**src/rtl/sysclk_frac_divider_pkg.sv**
```systemverilog
// Shared definitions for the fractional clock divider: channel FSM states,
// the minimum legal integer period and the channel-select width helper.
package sysclk_frac_divider_pkg;

  // Shortest period a channel can produce (one high cycle, one low cycle).
  localparam int unsigned DIV_MIN = 2;

  typedef enum logic {
    ST_IDLE = 1'b0,
    ST_RUN  = 1'b1
  } chan_state_e;

  // Width of the channel-select field; at least one bit even for one channel.
  function automatic int unsigned ch_width(input int unsigned n);
    return (n > 1) ? $clog2(n) : 1;
  endfunction

endpackage

```
**src/rtl/sysclk_frac_divider_chan.sv**
```systemverilog
// One divider channel: period counter, fractional accumulator, shadow/active
// divisor pair and registered clk_out/tick outputs.
// Ports:
//   clk, rst_n  fabric clock, async active-low reset
//   en_i        run enable
//   wr_i        accepted divisor write for this channel
//   div_i       divisor {integer, fraction}
//   clk_out_o   divided clock (flop)
//   tick_o      last-cycle-of-period pulse (flop)
//   busy_o      shadow divisor waiting to be applied (flop)
module sysclk_frac_divider_chan
  import sysclk_frac_divider_pkg::*;
#(
  parameter int unsigned INT_W   = 12,
  parameter int unsigned FRAC_W  = 8,
  parameter int unsigned DEF_DIV = 256 << 8
) (
  input  logic                    clk,
  input  logic                    rst_n,
  input  logic                    en_i,
  input  logic                    wr_i,
  input  logic [INT_W+FRAC_W-1:0] div_i,
  output logic                    clk_out_o,
  output logic                    tick_o,
  output logic                    busy_o
);

  localparam int unsigned DW = INT_W + FRAC_W;
  localparam int unsigned PW = INT_W + 1;
  localparam int unsigned HW = PW + 1;
  localparam int unsigned AW = (FRAC_W > 0) ? FRAC_W : 1;

  // Integer part of a divisor, clamped to the shortest legal period.
  function automatic logic [PW-1:0] ieff(input logic [DW-1:0] div);
    logic [PW-1:0] ipart;
    ipart = PW'(div[DW-1:FRAC_W]);
    return (ipart < PW'(DIV_MIN)) ? PW'(DIV_MIN) : ipart;
  endfunction

  chan_state_e   state_q, state_d;
  logic [PW-1:0] cnt_q, cnt_d;
  logic [PW-1:0] per_q, per_d;
  logic [AW-1:0] acc_q, acc_d;
  logic [DW-1:0] active_q, active_d;
  logic [DW-1:0] shadow_q, shadow_d;
  logic          pending_q, pending_d;
  logic          clk_out_q, clk_out_d;
  logic          tick_q, tick_d;

  logic [AW-1:0] act_frac;
  logic [AW:0]   acc_sum;
  logic [HW-1:0] half_d;
  logic          last_c;

  // Fraction field of the active divisor; zero when there are no fraction bits.
  if (FRAC_W > 0) begin : g_frac
    assign act_frac = active_q[AW-1:0];
  end else begin : g_nofrac
    assign act_frac = '0;
  end

  assign acc_sum = {1'b0, acc_q} + {1'b0, act_frac};
  assign last_c  = (cnt_q == per_q - PW'(1));

  // Next-state: period counting, boundary reload and divisor hand-over.
  always_comb begin
    state_d   = state_q;
    cnt_d     = cnt_q;
    per_d     = per_q;
    acc_d     = acc_q;
    active_d  = active_q;
    shadow_d  = shadow_q;
    pending_d = pending_q;

    unique case (state_q)
      ST_IDLE: begin
        cnt_d = '0;
        acc_d = '0;
        // A shadow written while idle is applied on the very next edge.
        if (pending_q) begin
          active_d  = shadow_q;
          pending_d = 1'b0;
        end
        if (en_i) begin
          state_d = ST_RUN;
          per_d   = ieff(pending_q ? shadow_q : active_q);
        end
      end
      ST_RUN: begin
        if (!en_i) begin
          state_d = ST_IDLE;
          cnt_d   = '0;
          acc_d   = '0;
          if (pending_q) begin
            active_d  = shadow_q;
            pending_d = 1'b0;
          end
        end else if (last_c) begin
          cnt_d = '0;
          if (pending_q) begin
            active_d  = shadow_q;
            pending_d = 1'b0;
            acc_d     = '0;
            per_d     = ieff(shadow_q);
          end else begin
            // Fraction overflow stretches the next period by one cycle.
            acc_d = acc_sum[AW-1:0];
            per_d = ieff(active_q) + PW'(acc_sum[AW]);
          end
        end else begin
          cnt_d = cnt_q + PW'(1);
        end
      end
      default: state_d = ST_IDLE;
    endcase

    // Writes are only accepted with pending clear, so this never collides with an apply.
    if (wr_i) begin
      shadow_d  = div_i;
      pending_d = 1'b1;
    end
  end

  // Outputs are precomputed from next state so they come straight off flops.
  assign half_d    = ({1'b0, per_d} + HW'(1)) >> 1;
  assign clk_out_d = (state_d == ST_RUN) && ({1'b0, cnt_d} < half_d);
  assign tick_d    = (state_d == ST_RUN) && (cnt_d == per_d - PW'(1));

  always_ff @(posedge clk or negedge rst_n) begin
    if (!rst_n) begin
      state_q   <= ST_IDLE;
      cnt_q     <= '0;
      per_q     <= ieff(DW'(DEF_DIV));
      acc_q     <= '0;
      active_q  <= DW'(DEF_DIV);
      shadow_q  <= '0;
      pending_q <= 1'b0;
      clk_out_q <= 1'b0;
      tick_q    <= 1'b0;
    end else begin
      state_q   <= state_d;
      cnt_q     <= cnt_d;
      per_q     <= per_d;
      acc_q     <= acc_d;
      active_q  <= active_d;
      shadow_q  <= shadow_d;
      pending_q <= pending_d;
      clk_out_q <= clk_out_d;
      tick_q    <= tick_d;
    end
  end

  assign clk_out_o = clk_out_q;
  assign tick_o    = tick_q;
  assign busy_o    = pending_q;

endmodule

```
**src/rtl/sysclk_frac_divider.sv**
```systemverilog
// Multi-channel fractional clock divider. Decodes the divisor-write channel,
// muxes the write-ready flag and gathers per-channel outputs.
// Ports:
//   clk, rst_n  fabric clock, async active-low reset
//   en          per-channel run enable
//   cfg_valid   divisor write request; cfg_ready = !busy[cfg_chan] (1 if out of range)
//   cfg_chan    target channel
//   cfg_div     divisor {integer, fraction}
//   clk_out     divided clocks
//   tick        one-cycle pulse in the last cycle of each period
//   busy        shadow divisor loaded but not yet applied
module sysclk_frac_divider
  import sysclk_frac_divider_pkg::*;
#(
  parameter  int unsigned NUM_CH  = 2,
  parameter  int unsigned INT_W   = 12,
  parameter  int unsigned FRAC_W  = 8,
  parameter  int unsigned DEF_DIV = 256 << FRAC_W,
  localparam int unsigned CH_W    = ch_width(NUM_CH),
  localparam int unsigned DW      = INT_W + FRAC_W
) (
  input  logic              clk,
  input  logic              rst_n,
  input  logic [NUM_CH-1:0] en,
  input  logic              cfg_valid,
  output logic              cfg_ready,
  input  logic [CH_W-1:0]   cfg_chan,
  input  logic [DW-1:0]     cfg_div,
  output logic [NUM_CH-1:0] clk_out,
  output logic [NUM_CH-1:0] tick,
  output logic [NUM_CH-1:0] busy
);

  logic              chan_ok_c;
  logic [NUM_CH-1:0] wr_c;

  assign chan_ok_c = (32'(cfg_chan) < NUM_CH);

  // Writes to a non-existent channel are always ready and simply dropped.
  always_comb begin
    cfg_ready = 1'b1;
    if (chan_ok_c) cfg_ready = !busy[cfg_chan];
  end

  for (genvar c = 0; c < NUM_CH; c++) begin : g_ch
    assign wr_c[c] = cfg_valid && cfg_ready && (32'(cfg_chan) == 32'(c));

    sysclk_frac_divider_chan #(
      .INT_W  (INT_W),
      .FRAC_W (FRAC_W),
      .DEF_DIV(DEF_DIV)
    ) u_chan (
      .clk      (clk),
      .rst_n    (rst_n),
      .en_i     (en[c]),
      .wr_i     (wr_c[c]),
      .div_i    (cfg_div),
      .clk_out_o(clk_out[c]),
      .tick_o   (tick[c]),
      .busy_o   (busy[c])
    );
  end

endmodule

```
**config.mk**
```make
export PLATFORM = sky130hd
export DESIGN_NAME = sysclk_frac_divider
export DESIGN_NICKNAME = d
export VERILOG_FILES = /design/src/rtl/sysclk_frac_divider_pkg.sv /design/src/rtl/sysclk_frac_divider_chan.sv /design/src/rtl/sysclk_frac_divider.sv
export SDC_FILE = /design/constraint.sdc
export NUM_CORES = 1
export LEC_CHECK = 0
export CAP_MARGIN = 20
export CORE_ASPECT_RATIO = 0.5
export CORE_MARGIN = 2
export CORE_UTILIZATION = 40
export DETAILED_ROUTE_END_ITERATION = 6
export GPL_TIMING_DRIVEN = 0
export HOLD_SLACK_MARGIN = 0.08
export SLEW_MARGIN = 5
export SYNTH_ARGS = -nofsm -noshare
export SYNTH_HDL_FRONTEND = slang
export SYNTH_SLANG_ARGS = --single-unit
```
**constraint.sdc**
```tcl
create_clock -name clk -period 5.4 [get_ports clk]
set_input_delay 1.35 -clock clk [delete_from_list [all_inputs] [get_ports clk]]
set_output_delay 1.35 -clock clk [all_outputs]
set_load 0.1 [all_outputs]
```
==> impl_metrics.json, run 1 <==
{
  "cp_max_fo": 7,
  "core-area_mm2": 0.0267,
  "cp.arrival_ns": 5.74,
  "via_per_inst": 5.70,
  "power.total_uw": 4650,
  "worstReg2RegEnd": "g_ch[0].u_chan.clk_out_o",
  "max_slew.worst_pin.slew_ns": 0.981,
  "leakage_uw": 0.00534,
  "cp_cell_sequence": "inv_2, ha_4, or4b_4, nor3_4, mux2i_2, o31ai_4, a2111oi_4, o21ai_4, a221oi_4, inv_2, and3_2, and3_2, xnor2_1, ha_1, a21o_1, a21oi_2, nor2b_1, o21ai_1, nand2b_1, a21oi_2, nor2b_1, o21ai_1, nand4b_1, a31oi_2",
  "n_fill_cell": 2491,
  "peakVddDrop_mv": 0.219,
  "synth_area_mm2": 0.0110,
  "powerDensity_mw_per_mm2": 356,
  "p_sw_uw": 1810,
  "stdcell_area_mm2": 0.0130,
  "rsz0062_at_grt": "true",
  "place_hpwl_um": 22100,
  "wl_met2_um": 14700,
  "layout_min_cycle_time_ns": 5.37,
  "firstDrtPassIters": 5,
  "dp_cells": 1558,
  "maxCapViolations": 0,
  "wl_met1_um": 13400,
  "syn_avg_cell_area_um2": 9.39,
  "p_sw_share_pct": 38.9,
  "ys_ff_latch": 156,
  "multi_input_area_mm2": 0.00702,
  "seq_area_frac_synth_pct": 35.5,
  "antenna_found_initial": 0,
  "wl_um": 29700,
  "crit_slowest_cell": "or4b_4",
  "drv_slew": 0,
  "grt_pass1_wl_um": 47700,
  "io_buffers": 32,
  "drt_iter0_markers": 750,
  "fmax_mhz": 186,
  "grt_pass1_vias": 9124,
  "fin_worst_skew_ns": 0.00790,
  "hold_path_class": "flip-flop to flip-flop",
  "ys.flop_type": "dfrtp_1",
  "ff_latch_area_mm2": 0.00391,
  "critPathRequiredTime_ns": 5.76,
  "wire_per_inst_um": 18.2,
  "fin_cells": 1627,
  "syn-num-nets": 1252,
  "min-delay-start": "g_ch[1].u_chan.acc_q[3]",
  "antennaDiodeCount": 0,
  "grt_usage_pct": 20.9,
  "gp_congestion": 0.899,
  "overflow": 0,
  "hold_viol": 0,
  "clkPwrFrac_pct": 26.2,
  "clock_latency_ns": 0.45,
  "startpoint_type": "flip-flop",
  "dieArea_mm2": 0.0289,
  "yosysTopAreaCell": "dfrtp_1",
  "clock-root-buffer": "clkbuf_16",
  "htreeDepth": 4,
  "syn_to_final_growth_pct": 18.6,
  "vias": 9277,
  "fp-row-count": 42,
  "whs_path_depth": 2,
  "max-slew-margin-rel_pct": 34.4,
  "fin_hold_ws_ns": 0.498,
  "finalCritPeriodShare_pct": 99.5,
  "seqPwrFrac_pct": 36.3,
  "nets": 1342,
  "synth_area_leaders": "dfrtp_1 (35%), mux2_2 (8.7%), xnor2_1 (6.0%)",
  "ff2ff_setup_slack_ns": 0.03,
  "syn_inst": 1172,
  "final.setup.tns_ns": 0,
  "start_util_pct": 41.1,
  "die_w_um": 239,
  "postRouteAntennaNets": 0,
  "synth_cell_types": 90,
  "cts_buffer_depth": 2,
  "worstReg2RegStart": "g_ch[0].u_chan.per_q[1]",
  "hold_end": "g_ch[1].u_chan.acc_q[3]",
  "reg2regPathDepth": 24,
  "cts_tree": "done",
  "clk_pin_slew_worst_paths_ns": 0.07,
  "die_y_um": 121,
  "synth_edf_count": 0,
  "grt_max_degree": 83,
  "intPower_uw": 2840,
  "drc": 0,
  "clock_sinks": 156,
  "top_layer": "met4",
  "path_class": "flip-flop to flip-flop",
  "layout-drive-gt1-share_pct": 20.2,
  "pwr-share-comb_pct": 37.4,
  "dpl_cell_area_mm2": 0.0118,
  "numCtsBuffers": 17,
  "ios": 33,
  "crit_path_end_kind": "flip-flop",
  "synthArstFlopShare_pct": 100,
  "status": "finished, final reports clean",
  "setup_viol": 0,
  "yosys_warnings": 0,
  "wl_met3_um": 1190,
  "worst_path_largest_cell_delay_ns": 0.53,
  "yosysTopAreaCellShare_pct": 34.6
}
-- metal layers --
metal | global-route usage (%) | vias up
li1 | - | 4434
met1 | 26.7 | 4583
met2 | 36.9 | 224
met3 | 3.59 | 36
met4 | 5.55 | 0
met5 | 0 | -
-- flip-flops by register name, summed over array words and instances (netlist names) --
name / flops
g_ch.u_chan.acc_q: 16
g_ch.u_chan.active_q: 40
g_ch.u_chan.busy_o: 2
g_ch.u_chan.clk_out_o: 2
g_ch.u_chan.cnt_q: 26
g_ch.u_chan.per_q: 26
g_ch.u_chan.shadow_q: 40
g_ch.u_chan.state_q: 2
g_ch.u_chan.tick_o: 2
-- critical path: cells and delay by family, from the launching register on --
family	cells	cell delay, ns
AO/OA/AOI/OAI	10	2.08
AND/OR/NAND/NOR	8	1.66
adder cells (fa/ha/maj)	2	0.46
flip-flops	1	0.42
multiplexers	1	0.31
buffers and inverters	2	0.21
XOR/XNOR	1	0.14
-- metrics by stage --
step / utilization, % / setup WS, ns
floorplan: - / 0.201
global placement: 44.0 / -3.57
detailed placement: 44.1 / -1.22
CTS: 47.7 / 0.0000693
global route: 48.8 / -0.185
finish: 48.8 / 0.0280
-- power by group through the flow --
stage	clock network [µW]	logic [µW]	registers [µW]
after detailed placement	0	1560	1700
final	1220	1740	1690
after CTS	1250	1660	1680
after global placement	0	1510	1690
after floorplan	0	1210	1600
after global routing	1300	1910	1720
-- cell type report --
class	instances	area share [%]
buffer	48	1.70
inverter	57	1.65
tap	352	3.38
multi-input combinational	910	53.8
sequential	156	30.0
clock buffer	19	3.39
clock inverter	13	1.18
timing repair buffer	72	4.93
-- worst max path at each step --
stage / from / to / slack [ns] / cells after the start
final: g_ch[0].u_chan.per_q[1] / g_ch[0].u_chan.clk_out_o / 0.03 / 24
after global routing: g_ch[0].u_chan.active_q[0] / g_ch[0].u_chan.clk_out_o / -0.18 / 31
after CTS: g_ch[0].u_chan.per_q[1] / g_ch[0].u_chan.clk_out_o / 0.00007 / 25
after detailed placement: g_ch[0].u_chan.per_q[0] / g_ch[0].u_chan.clk_out_o / -1.22 / 24
after global placement: rst_n / g_ch[1].u_chan.clk_out_o / -3.57 / 1
after floorplan: g_ch[0].u_chan.per_q[0] / g_ch[0].u_chan.clk_out_o / 0.20 / 24
-- cells in the final DEF, fill, tap and decap left out, drive strengths merged, types with 5 or more instances in the layout --
master	instances
a2111oi	5
a21o	14
a21oi	45
a31oi	10
and3	22
buf	61
clkbuf	47
clkdlybuf4s50	31
clkinv	8
dfrtp	152
ha	52
inv	60
mux2	86
mux2i	27
nand2	79
nand2b	19
nand3	47
nand4	26
nand4b	10
nor2	96
nor2b	15
nor3	32
nor4	21
o211ai	7
o21a	5
o21ai	47
o21bai	6
o311ai	5
o31ai	5
or2	5
or3	9
xnor2	76
xor2	50
-- cells by family after synthesis --
| kind of cell | Yosys count | share of synthesized area, % |
|---|---|---|
| simple gates | 410 | 19.8 |
| compound gates | 207 | 13.2 |
| flops | 156 | 35.5 |
| xor+xnor | 126 | 10.0 |
| mux | 113 | 11.3 |
| buf+inv | 106 | 3.96 |
| fa+ha+maj | 54 | 6.27 |
-- cells in the mapped netlist (all sizes together) (6+ instances only) --
master / number
a21o: 14
a21oi: 45
a31oi: 10
and3: 22
buf: 20
clkbuf: 29
dfrtp: 152
ha: 52
inv: 54
mux2: 86
mux2i: 27
nand2: 79
nand2b: 19
nand3: 47
nand4: 26
nand4b: 10
nor2: 96
nor2b: 15
nor3: 32
nor4: 21
o211ai: 7
o21ai: 47
o21bai: 6
or3: 9
xnor2: 76
xor2: 50
-- repair_timing --
action / in CTS / in global routing
resized for setup: 51 / 40
pin swaps: 23 / 32
setup endpoints to repair: 3 / 3
buffers inserted: 21 / 17
hold buffers: 0 / 0
hold endpoints to repair: 0 / 0
Note: power is estimated with default switching activity, not from simulation.
==> inputs of run 2 (changes only) <==
--- a/config.mk
+++ b/config.mk
@@ -6,12 +6,15 @@
 export NUM_CORES = 1
 export LEC_CHECK = 0
 export CAP_MARGIN = 20
+export CELL_PAD_IN_SITES_DETAIL_PLACEMENT = 0
+export CELL_PAD_IN_SITES_GLOBAL_PLACEMENT = 2
 export CORE_ASPECT_RATIO = 0.5
 export CORE_MARGIN = 2
-export CORE_UTILIZATION = 40
+export CORE_UTILIZATION = 37
 export DETAILED_ROUTE_END_ITERATION = 6
 export GPL_TIMING_DRIVEN = 0
 export HOLD_SLACK_MARGIN = 0.08
+export PLACE_DENSITY_LB_ADDON = 0.1
 export SLEW_MARGIN = 5
 export SYNTH_ARGS = -nofsm -noshare
 export SYNTH_HDL_FRONTEND = slang
==> run 2 against run 1 <==
Compared with the run above: fmax increased by 2.9%; register-to-register slack improved by 0.15 ns; routed wire length increased by 9.2%; critical endpoint unchanged; sequential power about the same; power increased by 4.7%; worst hold slack got worse by 0.0080 ns; cell area increased by 2.3%; via count decreased by 1.4%.
==> impl_metrics.json, run 2 (synthesized netlist as in run 1, its figures left out) <==
{
  "dpl_cell_area_mm2": 0.0119,
  "clk_pin_slew_worst_paths_ns": 0.08,
  "antennaDiodeCount": 0,
  "ios": 33,
  "io_buffers": 32,
  "grt_usage_pct": 21.4,
  "maxCapViolations": 0,
  "finalCritPeriodShare_pct": 96.7,
  "via_per_inst": 5.43,
  "overflow": 0,
  "layout_min_cycle_time_ns": 5.22,
  "path_class": "flip-flop to flip-flop",
  "dieArea_mm2": 0.0312,
  "powerDensity_mw_per_mm2": 365,
  "reg2regPathDepth": 32,
  "grt_pass1_vias": 9215,
  "n_fill_cell": 2816,
  "htreeDepth": 4,
  "die_y_um": 126,
  "cp_max_fo": 3,
  "worst_path_largest_cell_delay_ns": 0.40,
  "numCtsBuffers": 17,
  "wl_um": 32400,
  "rsz0062_at_grt": "true",
  "peakVddDrop_mv": 0.233,
  "worst_path_most_repeated_cell": "a21oi_2",
  "leakage_uw": 0.00549,
  "min-delay-start": "g_ch[1].u_chan.acc_q[4]",
  "layout-drive-gt1-share_pct": 22.0,
  "critPathRequiredTime_ns": 5.78,
  "antenna_found_initial": 0,
  "nets": 1360,
  "clock_sinks": 156,
  "fp-row-count": 44,
  "cts_tree": "done",
  "fmax_mhz": 191,
  "drc": 0,
  "ff2ff_setup_slack_ns": 0.18,
  "max_slew.worst_pin.slew_ns": 0.969,
  "wire_per_inst_um": 19.3,
  "firstDrtPassIters": 5,
  "use_met3_pct": 3.71,
  "vias": 9146,
  "stdcell_area_mm2": 0.0133,
  "cp.arrival_ns": 5.60,
  "hold_path_class": "flip-flop to flip-flop",
  "hold_end": "g_ch[1].u_chan.acc_q[4]",
  "fin_cells": 1683,
  "status": "finished, final reports clean",
  "fin_worst_skew_ns": 0.0166,
  "crit_path_end_kind": "flip-flop",
  "gp_congestion": 0.858,
  "hold_viol": 0,
  "grtUsageMet2_pct": 35.5,
  "dp_cells": 1597,
  "cts_buffer_depth": 2,
  "final_cell_mix": "dfrtp_1 (151), nor2_1 (92), mux2_2 (85)",
  "max-slew-margin-rel_pct": 35.2,
  "use_met1_pct": 29.0,
  "whs_path_depth": 2,
  "clock-root-buffer": "clkbuf_16",
  "final_core_util_pct": 45.8,
  "place_hpwl_um": 24000,
  "syn_to_final_growth_pct": 21.2,
  "startpoint_type": "flip-flop",
  "final.setup.tns_ns": 0,
  "crit_slowest_cell": "fa_2",
  "setup_viol": 0,
  "busiest_layer": "met2",
  "largest_registers": "g_ch.u_chan.active_q: 40 flops, g_ch.u_chan.shadow_q: 40 flops",
  "drt_iter0_markers": 672,
  "layout_commonest_cell": "dfrtp_1",
  "worstReg2RegEnd": "g_ch[0].u_chan.clk_out_o",
  "worstReg2RegStart": "g_ch[0].u_chan.active_q[0]",
  "postRouteAntennaNets": 0,
  "fin_hold_ws_ns": 0.490,
  "clock_latency_ns": 0.46,
  "die_w_um": 248,
  "core-area_mm2": 0.0291,
  "start_util_pct": 37.8,
  "drv_slew": 0,
  "grt_pass1_wl_um": 51900,
  "grt_max_degree": 83
}
## run 2: metrics by stage
step	worst slack, ns	power, µW
after floorplan	0.201	2810
after global placement	-3.79	3260
after detailed placement	-1.12	3300
after CTS	0.00527	4790
after global routing	-0.144	5180
final	0.177	4870
## run 2: repair_timing
| item | in CTS | in global routing |
|---|---|---|
| hold buffers | 0 | 0 |
| gates resized for setup | 58 | 45 |
| pin swaps | 22 | 33 |
| setup buffers | 33 | 24 |
| endpoints found under the setup margin | 14 | 4 |
## run 2: where the power goes
group	internal (µW)	leakage, µW	switching (µW)
clock network	816	0.000318	534
registers	1410	0.00194	291
logic	806	0.00323	1010
total	3030	0.00549	1840
## run 2: metal layers
| layer | share of wire [%] | vias to the layer above |
|---|---|---|
| li1 | - | 4458 |
| met3 | 2.3 | 25 |
| met2 | 48 | 128 |
| met4 | 1.4 | 0 |
| met1 | 48 | 4535 |
| met5 | 0 | - |
## run 2: final cells by class
class | instances | area (µm²) | area share [%]
plain buffers | 47 | 218 | 1.63
clock buffers | 20 | 467 | 3.50
clock inverters | 11 | 181 | 1.36
inverters | 57 | 220 | 1.65
multi-input cells | 910 | 7070 | 53.0
flip-flops and latches | 156 | 3910 | 29.3
well taps | 391 | 489 | 3.67
repair buffers | 91 | 790 | 5.92
## run 2: worst max-delay path by stage
stage / slack, ns / startpoint / end / cells after the start
after global routing: -0.14 / g_ch[0].u_chan.per_q[0] / g_ch[0].u_chan.clk_out_o / 25
after CTS: 0.005 / g_ch[0].u_chan.per_q[0] / g_ch[0].u_chan.clk_out_o / 24
after global placement: -3.79 / rst_n / g_ch[0].u_chan.cnt_q[2] / 1
after detailed placement: -1.12 / g_ch[0].u_chan.per_q[0] / g_ch[0].u_chan.clk_out_o / 24
final: 0.18 / g_ch[0].u_chan.active_q[0] / g_ch[0].u_chan.clk_out_o / 32
after floorplan: 0.20 / g_ch[0].u_chan.per_q[0] / g_ch[0].u_chan.clk_out_o / 24
## run 2: worst max-delay path, delay by kind of cell, from the launching register on
family	cells	cell delay [ns]
buffers and inverters	1	0.06
adders and majority gates	5	1.25
and+or+nand+nor	11	1.26
xor gates and xnor gates	2	0.31
DFF	1	0.37
AOI/OAI and AO/OA	13	1.94
